**src/rtl/mem_arbiter_if.sv**
```systemverilog
// mem_arbiter_if: request-unit and RAM-side signals of the memory arbiter
interface mem_arbiter_if #(parameter int ADDR_W = 32, parameter int DATA_W = 32);
  logic iREN, ihit, dREN, dWEN, dhit, ramREN, ramWEN, ram_ready;
  logic [ADDR_W-1:0] iaddr, daddr, ramaddr;
  logic [DATA_W-1:0] iload, dstore, dload, ramstore, ramload;
  modport master (
    output iREN, iaddr, dREN, dWEN, daddr, dstore, ramload, ram_ready,
    input  ihit, iload, dhit, dload, ramREN, ramWEN, ramaddr, ramstore
  );
  modport slave (
    input  iREN, iaddr, dREN, dWEN, daddr, dstore, ramload, ram_ready,
    output ihit, iload, dhit, dload, ramREN, ramWEN, ramaddr, ramstore
  );
endinterface

```
**src/rtl/mem_arbiter.sv**
```systemverilog
// mem_arbiter: serialises instruction/data requests onto a single-port RAM; MEM_ARBITER_PERF_EN adds hit counters
module mem_arbiter #(parameter int ADDR_W = 32, parameter int DATA_W = 32) (
  input logic clk,
  input logic RST,
  mem_arbiter_if.slave bus
`ifdef MEM_ARBITER_PERF_EN
  ,
  output logic [31:0] icount,
  output logic [31:0] dcount
`endif
);
  typedef enum logic [2:0] {IDLE, IACC, DACC, IRESP, DRESP} state_t;
  state_t state, state_n;
  logic fair, fair_n, ihit_n, dhit_n, ren_n, wen_n, dreq;
  logic [ADDR_W-1:0] addr_n;
  logic [DATA_W-1:0] store_n, iload_n, dload_n;
  assign dreq = bus.dREN | bus.dWEN;
  // next state and next registered outputs; ramaddr/ramstore/ramWEN double as the holding registers
  always_comb begin
    state_n = state;
    fair_n = fair;
    ihit_n = 1'b0;
    dhit_n = 1'b0;
    ren_n = bus.ramREN;
    wen_n = bus.ramWEN;
    addr_n = bus.ramaddr;
    store_n = bus.ramstore;
    iload_n = bus.iload;
    dload_n = bus.dload;
    case (state)
      IDLE:
        if (dreq && !(fair && bus.iREN)) begin
          state_n = DACC;
          ren_n = !bus.dWEN;
          wen_n = bus.dWEN;
          addr_n = bus.daddr;
          store_n = bus.dstore;
        end else if (bus.iREN) begin
          state_n = IACC;
          ren_n = 1'b1;
          addr_n = bus.iaddr;
        end
      IACC:
        if (!bus.iREN) begin
          state_n = IDLE;
          ren_n = 1'b0;
        end else if (bus.ram_ready) begin
          state_n = IRESP;
          ren_n = 1'b0;
          ihit_n = 1'b1;
          iload_n = bus.ramload;
        end
      DACC:
        if (!dreq) begin
          state_n = IDLE;
          ren_n = 1'b0;
          wen_n = 1'b0;
        end else if (bus.ram_ready) begin
          state_n = DRESP;
          ren_n = 1'b0;
          wen_n = 1'b0;
          dhit_n = 1'b1;
          dload_n = bus.ramWEN ? bus.dload : bus.ramload;
        end
      IRESP: begin
        state_n = IDLE;
        fair_n = 1'b0;
      end
      DRESP: begin
        state_n = IDLE;
        fair_n = 1'b1;
      end
      default: state_n = IDLE;
    endcase
  end
  // state and output registers
  always_ff @(posedge clk or posedge RST)
    if (RST) begin
      state <= IDLE;
      fair <= 1'b0;
      bus.ihit <= 1'b0;
      bus.dhit <= 1'b0;
      bus.ramREN <= 1'b0;
      bus.ramWEN <= 1'b0;
      bus.ramaddr <= '0;
      bus.ramstore <= '0;
      bus.iload <= '0;
      bus.dload <= '0;
    end else begin
      state <= state_n;
      fair <= fair_n;
      bus.ihit <= ihit_n;
      bus.dhit <= dhit_n;
      bus.ramREN <= ren_n;
      bus.ramWEN <= wen_n;
      bus.ramaddr <= addr_n;
      bus.ramstore <= store_n;
      bus.iload <= iload_n;
      bus.dload <= dload_n;
    end
`ifdef MEM_ARBITER_PERF_EN
  // hit counters advance in step with the hit pulses
  always_ff @(posedge clk or posedge RST)
    if (RST) begin
      icount <= '0;
      dcount <= '0;
    end else begin
      icount <= icount + {31'd0, ihit_n};
      dcount <= dcount + {31'd0, dhit_n};
    end
`endif
endmodule

```
**src/flat_wrapper.sv**
```systemverilog
// flat-port wrapper written by rule: the top's interface ports become plain ports
module mem_arbiter_flat 
#(parameter int ADDR_W = 32, parameter int DATA_W = 32)
  (clk, RST, bus_iREN, bus_iaddr, bus_dREN, bus_dWEN, bus_daddr, bus_dstore, bus_ramload, bus_ram_ready, bus_ihit, bus_iload, bus_dhit, bus_dload, bus_ramREN, bus_ramWEN, bus_ramaddr, bus_ramstore);
  mem_arbiter_if #(.ADDR_W(ADDR_W), .DATA_W(DATA_W)) bus_i ();
  input logic clk;
  input logic RST;
  input wire logic [$bits(bus_i.iREN)-1:0] bus_iREN;
  input wire logic [$bits(bus_i.iaddr)-1:0] bus_iaddr;
  input wire logic [$bits(bus_i.dREN)-1:0] bus_dREN;
  input wire logic [$bits(bus_i.dWEN)-1:0] bus_dWEN;
  input wire logic [$bits(bus_i.daddr)-1:0] bus_daddr;
  input wire logic [$bits(bus_i.dstore)-1:0] bus_dstore;
  input wire logic [$bits(bus_i.ramload)-1:0] bus_ramload;
  input wire logic [$bits(bus_i.ram_ready)-1:0] bus_ram_ready;
  output wire logic [$bits(bus_i.ihit)-1:0] bus_ihit;
  output wire logic [$bits(bus_i.iload)-1:0] bus_iload;
  output wire logic [$bits(bus_i.dhit)-1:0] bus_dhit;
  output wire logic [$bits(bus_i.dload)-1:0] bus_dload;
  output wire logic [$bits(bus_i.ramREN)-1:0] bus_ramREN;
  output wire logic [$bits(bus_i.ramWEN)-1:0] bus_ramWEN;
  output wire logic [$bits(bus_i.ramaddr)-1:0] bus_ramaddr;
  output wire logic [$bits(bus_i.ramstore)-1:0] bus_ramstore;
  assign bus_i.iREN = bus_iREN;
  assign bus_i.iaddr = bus_iaddr;
  assign bus_i.dREN = bus_dREN;
  assign bus_i.dWEN = bus_dWEN;
  assign bus_i.daddr = bus_daddr;
  assign bus_i.dstore = bus_dstore;
  assign bus_i.ramload = bus_ramload;
  assign bus_i.ram_ready = bus_ram_ready;
  assign bus_ihit = bus_i.ihit;
  assign bus_iload = bus_i.iload;
  assign bus_dhit = bus_i.dhit;
  assign bus_dload = bus_i.dload;
  assign bus_ramREN = bus_i.ramREN;
  assign bus_ramWEN = bus_i.ramWEN;
  assign bus_ramaddr = bus_i.ramaddr;
  assign bus_ramstore = bus_i.ramstore;
  mem_arbiter #(.ADDR_W(ADDR_W), .DATA_W(DATA_W)) u_core (.clk(clk), .RST(RST), .bus(bus_i));
endmodule
```
**config.mk**
```make
export PLATFORM = sky130hd
export DESIGN_NAME = mem_arbiter_flat
export DESIGN_NICKNAME = d
export VERILOG_FILES = /design/src/rtl/mem_arbiter_if.sv /design/src/rtl/mem_arbiter.sv /design/src/flat_wrapper.sv
export SDC_FILE = /design/constraint.sdc
export NUM_CORES = 1
export LEC_CHECK = 0
export ABC_AREA = 1
export CAP_MARGIN = 20
export CORE_ASPECT_RATIO = 0.9
export CORE_MARGIN = 5
export CORE_UTILIZATION = 43
export CTS_BUF_LIST = sky130_fd_sc_hd__clkbuf_8
export DETAILED_ROUTE_END_ITERATION = 10
export HOLD_SLACK_MARGIN = 0.05
export PLACE_DENSITY_LB_ADDON = 0.08
export SLEW_MARGIN = 20
export SYNTH_ARGS = -nofsm -noshare
export SYNTH_HDL_FRONTEND = slang
export SYNTH_SLANG_ARGS = --single-unit
```
**constraint.sdc**
```tcl
create_clock -name clk -period 5.7 [get_ports clk]
set_input_delay 0.855 -clock clk [delete_from_list [all_inputs] [get_ports clk]]
set_output_delay 0.855 -clock clk [all_outputs]
set_load 0.01 [all_outputs]
```
* After elaboration in Yosys (flattened, before gate mapping)
Index checks and enable logic that the tools add are counted.
Cells by class: add/subtract/negate cells 0, multipliers 0, div/mod/pow operators 0, $lt $le $gt $ge 0, eq/ne operators 8, shifts and indexed selects 0, muxes and demuxes 25, bitwise gates (word level) 2, reductions and logical operators 16
Operators with widths (number):
- $mux W32 | 2
- $mux W3 | 6
- $mux W1 | 13
- $pmux W3 S3 | 1
- $reduce_and A3 Y1 | 3
- $eq A3 B2 Y1 const B | 2
- $ne A3 B3 Y1 const B | 2
- $reduce_and A2 Y1 | 3
- $reduce_bool A2 Y1 | 3
- $pmux W1 S2 | 2
- $reduce_and A4 Y1 | 1
- $eq A3 B1 Y1 const B | 1
- $eq A3 B3 Y1 const B | 1
- $logic_not A3 Y1 | 1
- $ne A3 B2 Y1 const B | 1
- $pmux W1 S3 | 1
- $reduce_bool A3 Y1 | 1
- $logic_and A1 B1 Y1 | 2
- $logic_not A1 Y1 | 2
- $ne A2 B1 Y1 const B | 1
- $not A1 Y1 | 1
- $or A1 B1 Y1 | 1
Storage, ports and cells: bits in registers 136, bits in latches 0, RAM bits 0, bits in read-only memories 0, input port bits 134, output and inout bits 132, logic and storage cells 61, memories 0

* Depth between registers and ports, before layout
Gate-level depths: netlist of run 1.
depth in word-level cells 5, gate-level depth with buffers 8, mapped depth without buffers 8

* Least setup slack after synthesis of run 1
Ideal clock, no wire load.
path kind input to register, start point input bus_iREN, end point register u_core.bus.ramaddr[17], setup time 0.116 ns, arrival time 1.608 ns, required time 5.584 ns, setup slack 3.975 ns, cell stages on the path 7, buffers on the path 1, cell sequence nand2_1 inv_1 nor2_4 clkbuf_1 o21ai_0 nand2_1 nand2_1
On the way: word-level cells in the longest chain between the ends 5, elaborated cells on any way between the ends 6, those cells by class mux (1); reduce/logical (5)
Ends and longest elaborated chain:
- start, declared | line flat_wrapper.sv:8 | input wire logic [$bits(bus_i.iREN)-1:0] bus_iREN;
- $logic_and A1 B1 Y1 | line mem_arbiter.sv:32 | if (dreq && !(fair && bus.iREN)) begin
- $logic_not A1 Y1 | line mem_arbiter.sv:32
- $logic_and A1 B1 Y1 | line mem_arbiter.sv:32
- $reduce_bool A2 Y1 (no source line)
- $reduce_and A2 Y1 (no source line)
- end signal, assigned | line mem_arbiter.sv:96 | bus.ramaddr <= addr_n;
- end, declared | line mem_arbiter_if.sv:12 | output ihit, iload, dhit, dload, ramREN, ramWEN, ramaddr, ramstore
Several ways; a longest one is shown, not always the timed one. A chain may end at the register's enable or synchronous reset.

* Final worst setup path of run 1
start point input bus_dWEN, end point register u_core.bus.ramstore[6]
On the way: word-level cells in the longest chain between the ends 3
Ends and longest elaborated chain:
- start, declared | line flat_wrapper.sv:11 | input wire logic [$bits(bus_i.dWEN)-1:0] bus_dWEN;
- $or A1 B1 Y1 | line mem_arbiter.sv:17 | assign dreq = bus.dREN | bus.dWEN;
- $logic_and A1 B1 Y1 | line mem_arbiter.sv:32
- $reduce_and A2 Y1 (no source line)
- end signal, assigned | line mem_arbiter.sv:97 | bus.ramstore <= store_n;
- end, declared | line mem_arbiter_if.sv:12
No other way between the ends.

==> reports/metrics.cfg, run 1 <==
[clocking]
cts_sinks=136
cts_setup_buffers=0
postCtsResizedCells=0
cts_max_level=4
clk_root_buffer_cell=clkbuf_8
cts_max_path_buffers=2
cts_hold_buf=0
cts_buffers=17
worstSkewPairLatency_ns=0.44
clk_pin_slew_ns=0.07
cts_tree=yes

[sta]
fin_setup_tns_ns=0
rsz0062_at_grt=no
slew_viol_final=0
period_needed_ns=2.36
fin_skew_ns=0.00808
max_slew_margin_pct=39.9
hold_viol_final=0
tightest_slew_ns=0.901
setup_viol=0
min_period_over_period_pct=41.3
fmax_ghz=0.424

[power]
powerDensity_nw_per_um2=518
switchingPower_w=0.00172
swShare_pct=36.9
leakage_nw=4.51
p_clk_share_pct=16.5
ir_worst_vdd_mv=0.203
seqPwrFrac_pct=35.8
comb_power_share_pct=47.7
intPower_w=0.00294

[floorplan]
fp.dieW_um=135
core_sq_um=13900
ios=266
die_area_sq_um=16400
row_count=41
start_util_pct=43.3
die_h_um=122

[synthesis]
synth_cells=686
ys_seq_elements=136
syn_avg_cell_area_sq_um=8.75
seq_area_frac_synth_pct=56.7
yosysWarnings=0
synth_nets=820
yosysUniqueCellTypes=25
synth_area_sq_um=6000

[drt]
firstDrtPassIters=4
vias_per_cell=4.62
route.detailed.drc=0
wl_per_cell_um=14.4
first_iter_violations=330
totalWireLength_mm=16.3
ant_nets=0
via_count=5203

[setup_path]
critPathBufInv=3
path_common_cell=nand2_1
crit_slowest_cell=clkdlybuf4s50_1
cp_top_family=buffers and inverters
path_class=input pin to register
start_kind=input pin
slowest_delay_ns=0.51
worstPathRequired_ns=6.02
cp_cell_sequence=clkdlybuf4s50_1 -> inv_1 -> nand2_1 -> nand2_1 -> nor2_8 -> inv_2 -> nand2_1 -> nand2_1
cp_max_fo=34
end_kind=register
cp.arrival_ns=2.68

[layout]
drive_gt1_share_pct=8.69
final_nets=1076
antenna_cells=0
instances_no_fill=1127
area_growth_pct=49.8
fillers=1139

[flow_run]
maxCapViolCount=0

[placed_design]
dp_hpwl_mm=12.0
port_buffers=265
place_inst=1094
gp_congestion=0.895

[worst_hold_path]
hold_class=register to register

[run_status]
status=completed

[global_route]
grt_pass1_vias=5306
antenna_found_initial=0
grt-ovfl-total=0
grtUsageTotal_pct=20.2
grt_pass1_wl_mm=26.3
grt_start_max_net_pins=103

==> path summary, 6_finish.rpt <==
check,end,cells after the start,slack [ns],start
min in group asynchronous,u_core.bus.ramstore[17],2,0.97,RST
worst min register to register,u_core.bus.ramstore[11],2,0.47,u_core.bus.ramstore[11]
worst max-delay path,u_core.bus.ramstore[6],8,3.34,bus_dWEN
worst min-delay path,u_core.bus.ramstore[11],2,0.47,u_core.bus.ramstore[11]
worst max register to register,u_core.bus.ramstore[6],6,3.76,u_core.state[0]
max in group asynchronous,u_core.fair,3,3.69,RST
==> metrics by stage <==
step                      hold WS [ns]  util (%)  instance area (sq um)  setup WS [ns]  total power (W)
final                            0.472      64.9                   8990           3.34          0.00466
after global routing             0.504      64.9                   8990           3.22          0.00500
after CTS                        0.476      64.8                   8970           3.28          0.00471
after detailed placement         0.459      62.0                   8590           2.79          0.00393
after global placement           0.454      62.0                   8590           2.85          0.00386
after floorplan                  0.506         -                   6000           1.21          0.00282
==> Yosys cell counts, drive strengths merged <==
master,instances,area share [%]
nand4,1,0.10
o21ai,99,10
buf,27,4.7
a21oi,2,0.17
nand3,5,0.42
a31oi,2,0.21
clkbuf,4,0.27
nand2,314,20
nor2,15,1.6
inv,81,5.1
dfrtp,136,57
==> power by group through the flow <==
stage / clock, W / combinational (W) / sequential [W]
final: 0.000767 / 0.00222 / 0.00167
after global routing: 0.000833 / 0.00244 / 0.00173
after floorplan: 0 / 0.000964 / 0.00186
after detailed placement: 0 / 0.00225 / 0.00168
after CTS: 0.000787 / 0.00226 / 0.00167
after global placement: 0 / 0.00220 / 0.00166
==> kinds of logic (layout without fill, tap and decap cells) <==
family,Yosys count,after routing,share of synthesized area [%]
buffers and inverters,112,381,10.2
flip-flops,136,136,56.7
AND/OR/NAND/NOR,335,335,22.3
AO/OA/AOI/OAI,103,103,10.8
==> worst reg2reg max path: cells and delay by family (launching register included) <==
| family | cells | cell delay, ns |
|---|---|---|
| buffers and inverters | 1 | 0.37 |
| flip-flops | 1 | 0.46 |
| AND/OR/NAND/NOR | 5 | 1.00 |
==> flip-flops by register name (all words and copies together), names as in the netlist <==
| register | count |
|---|---|
| u_core.bus.iload | 32 |
| u_core.fair | 1 |
| u_core.bus.ramaddr | 32 |
| u_core.bus.ramWEN | 1 |
| u_core.bus.ramstore | 32 |
| u_core.bus.dhit | 1 |
| u_core.bus.ihit | 1 |
| u_core.bus.ramREN | 1 |
| u_core.bus.dload | 32 |
| u_core.state | 3 |
==> layer usage <==
metal	global-route usage (%)	part of all wire, %	vias to the layer above
met2	32.7	48	194
li1	-	-	2598
met4	7.63	2.4	0
met1	24.7	41	2380
met3	7.84	8.5	31
met5	0	0	-
==> cell usage in the layout (no fill, tap or decap), types with 3 or more instances in the layout <==
cell / n
dfrtp_1: 136
inv_2: 3
nand2_4: 4
o21ai_2: 35
o21ai_0: 38
nor2_4: 3
o21ai_1: 26
clkbuf_8: 20
inv_1: 78
nand2_1: 309
nor2_1: 10
clkinv_2: 6
nand3_1: 5
clkdlybuf4s50_1: 265
==> layout make-up <==
| cell class | instances | area (sq um) | area share, % |
|---|---|---|---|
| sequential | 136 | 3400 | 37.8 |
| clock buffer | 20 | 275 | 3.06 |
| inverter | 81 | 314 | 3.49 |
| multi-input combinational | 438 | 1990 | 22.1 |
| clock inverter | 12 | 109 | 1.21 |
| timing repair buffer | 268 | 2690 | 29.9 |
| tap | 172 | 215 | 2.39 |
Power figures use the tool's default switching activity.
==> run 2: changes to the inputs <==
--- a/config.mk
+++ b/config.mk
@@ -9,7 +9,7 @@
 export CAP_MARGIN = 20
 export CORE_ASPECT_RATIO = 0.9
 export CORE_MARGIN = 5
-export CORE_UTILIZATION = 43
+export CORE_UTILIZATION = 39
 export CTS_BUF_LIST = sky130_fd_sc_hd__clkbuf_8
 export DETAILED_ROUTE_END_ITERATION = 10
 export HOLD_SLACK_MARGIN = 0.05
==> constraint.sdc (replaced) <==
create_clock -name clk -period 1.9 [get_ports clk]
set_input_delay 0.285 -clock clk [delete_from_list [all_inputs] [get_ports clk]]
set_output_delay 0.285 -clock clk [all_outputs]
set_load 0.01 [all_outputs]
==> run 2 against run 1 <==
Against the previous run: clock skew decreased by 0.00055 ns; clock-buffer cell count is 1 lower; non-clock buffer count rose by 10; worst hold slack got worse by 0.14 ns; sequential cell count did not move; sequential power increased to 3.0 times the previous value; final area up 0.79%; critical path depth down 7; worst setup slack got worse by 3.1 ns; critical path type is now register to output pin; largest power group unchanged; highest routed layer unchanged.
==> reports/metrics.cfg, run 2 (synthesis gave the netlist of run 1 again) <==
[layout]
finalInstanceArea_sq_um=9060
area_growth_pct=51.0
antenna_cells=0
fillers=1315
final_nets=1086
final_common_cell=nand2_1
drive_gt1_share_pct=9.04
layout_common_cells=nand2_1 (309), clkdlybuf4s50_1 (265), dfrtp_1 (136)
final_util_pct=59.3

[sta]
setup_viol=0
min_period_over_period_pct=88.1
max_slew_margin_pct=63.0
hold_viol_final=0
fmax_ghz=0.597
slew_viol_final=0
tightest_slew_ns=0.555
rsz0062_at_grt=no
period_needed_ns=1.67
whs_ns=0.336
fin_skew_ns=0.00753
fin_setup_tns_ns=0

[floorplan]
die_h_um=128
ios=266
row_count=43
fp.dieW_um=141
core_sq_um=15300
start_util_pct=39.3
die_area_sq_um=18000

[placed_design]
port_buffers=265
dp_hpwl_mm=12.3
gp_congestion=0.823
dpl_cell_area_sq_um=8760

[power]
ir_worst_vdd_mv=0.657
p_clk_share_pct=14.0
leakage_nw=4.54
seqPwrFrac_pct=36.7
intPower_w=0.00860
comb_power_share_pct=49.3
switchingPower_w=0.00511
swShare_pct=37.3
powerDensity_nw_per_um2=1510

[drt]
vias_per_cell=4.41
ant_nets=0
first_iter_violations=196
via_count=5137
firstDrtPassIters=4
totalWireLength_mm=16.3
route.detailed.drc=0
wl_per_cell_um=14.0

[setup_path]
path_class=register to output pin
cp_top_family=buffers and inverters
critPathBufInv=1
cp_cell_sequence=clkdlybuf4s50_1
start_kind=register
cp.arrival_ns=1.39
crit_slowest_cell=clkdlybuf4s50_1
end_kind=output pin
worstPathRequired_ns=1.62
slowest_delay_ns=0.58
cp_max_fo=3
regToRegSetupSlack_ns=0.40
r2r_cells=6
path_depth=1

[worst_hold_path]
hold_class=input pin to async pin

[clocking]
cts_buffers=17
cts_setup_buffers=0
worstSkewPairLatency_ns=0.43
cts_hold_buf=0
postCtsResizedCells=0
cts_sinks=136
clk_pin_slew_ns=0.07
cts_tree=yes
clk_root_buffer_cell=clkbuf_8
cts_max_path_buffers=2
cts_max_level=4

[global_route]
antenna_found_initial=0
grt_start_max_net_pins=69
grtUsageTotal_pct=18.6
grt_pass1_vias=5254
grt-ovfl-total=0
grt_pass1_wl_mm=26.5

[flow_run]
maxCapViolCount=0

[run_status]
status=completed

-- run 2: layer usage --
metal	part of all wire, %	routed length [um]	global-route usage [%]	vias up
li1	-	-	-	2618
met1	43	6970	23.4	2314
met2	46	7520	29.5	195
met3	10	1640	7.16	10
met4	1.3	208	6.50	0
met5	0	0	0	-
-- run 2: power groups by stage --
stage	logic, W	registers [W]	clock network, W
floorplan	0.00289	0.00558	0
global placement	0.00675	0.00503	0
detailed placement	0.00688	0.00505	0
CTS	0.00688	0.00503	0.00200
global route	0.00748	0.00520	0.00213
finish	0.00676	0.00503	0.00193
-- run 2: final timing paths --
kind | endpoint | startpoint
worst max-delay path | bus_ramWEN | u_core.bus.ramWEN
worst min-delay path | u_core.bus.ramWEN | RST
worst min register to register | u_core.bus.ramstore[6] | u_core.bus.ramstore[6]
min in group clk | u_core.bus.ramstore[23] | bus_dstore[23]
worst max register to register | u_core.bus.ramstore[19] | u_core.state[0]
max in group asynchronous | u_core.bus.dload[14] | RST
-- run 2: metrics by stage --
step           total power [W]  worst slack [ns]  cells
6_report                0.0137             0.226   1164
5_1_grt                 0.0148             0.143   1164
3_3_place_gp            0.0118            0.0681   1135
3_5_place_dp            0.0119          -0.00865   1135
4_1_cts                 0.0139             0.165   1164
2_1_floorplan          0.00847           -0.0781    686
-- run 2: area by class of cell --
class | instances | area, sq um | share of cell area (%)
inverters | 81 | 313 | 3.45
repair buffers | 278 | 2800 | 30.9
flip-flops and latches | 136 | 3400 | 37.5
well taps | 202 | 253 | 2.79
multi-input cells | 438 | 1990 | 21.9
clock inverters | 10 | 45.0 | 0.497
clock buffers | 19 | 262 | 2.88
==> run 3: changes to the inputs <==
--- a/config.mk
+++ b/config.mk
@@ -6,7 +6,7 @@
 export NUM_CORES = 1
 export LEC_CHECK = 0
 export ABC_AREA = 1
-export CAP_MARGIN = 20
+export CAP_MARGIN = 10
 export CORE_ASPECT_RATIO = 0.9
 export CORE_MARGIN = 5
 export CORE_UTILIZATION = 39
==> results of run 3 <==
The final DEF is identical to that of run 2; final timing and power are the same.
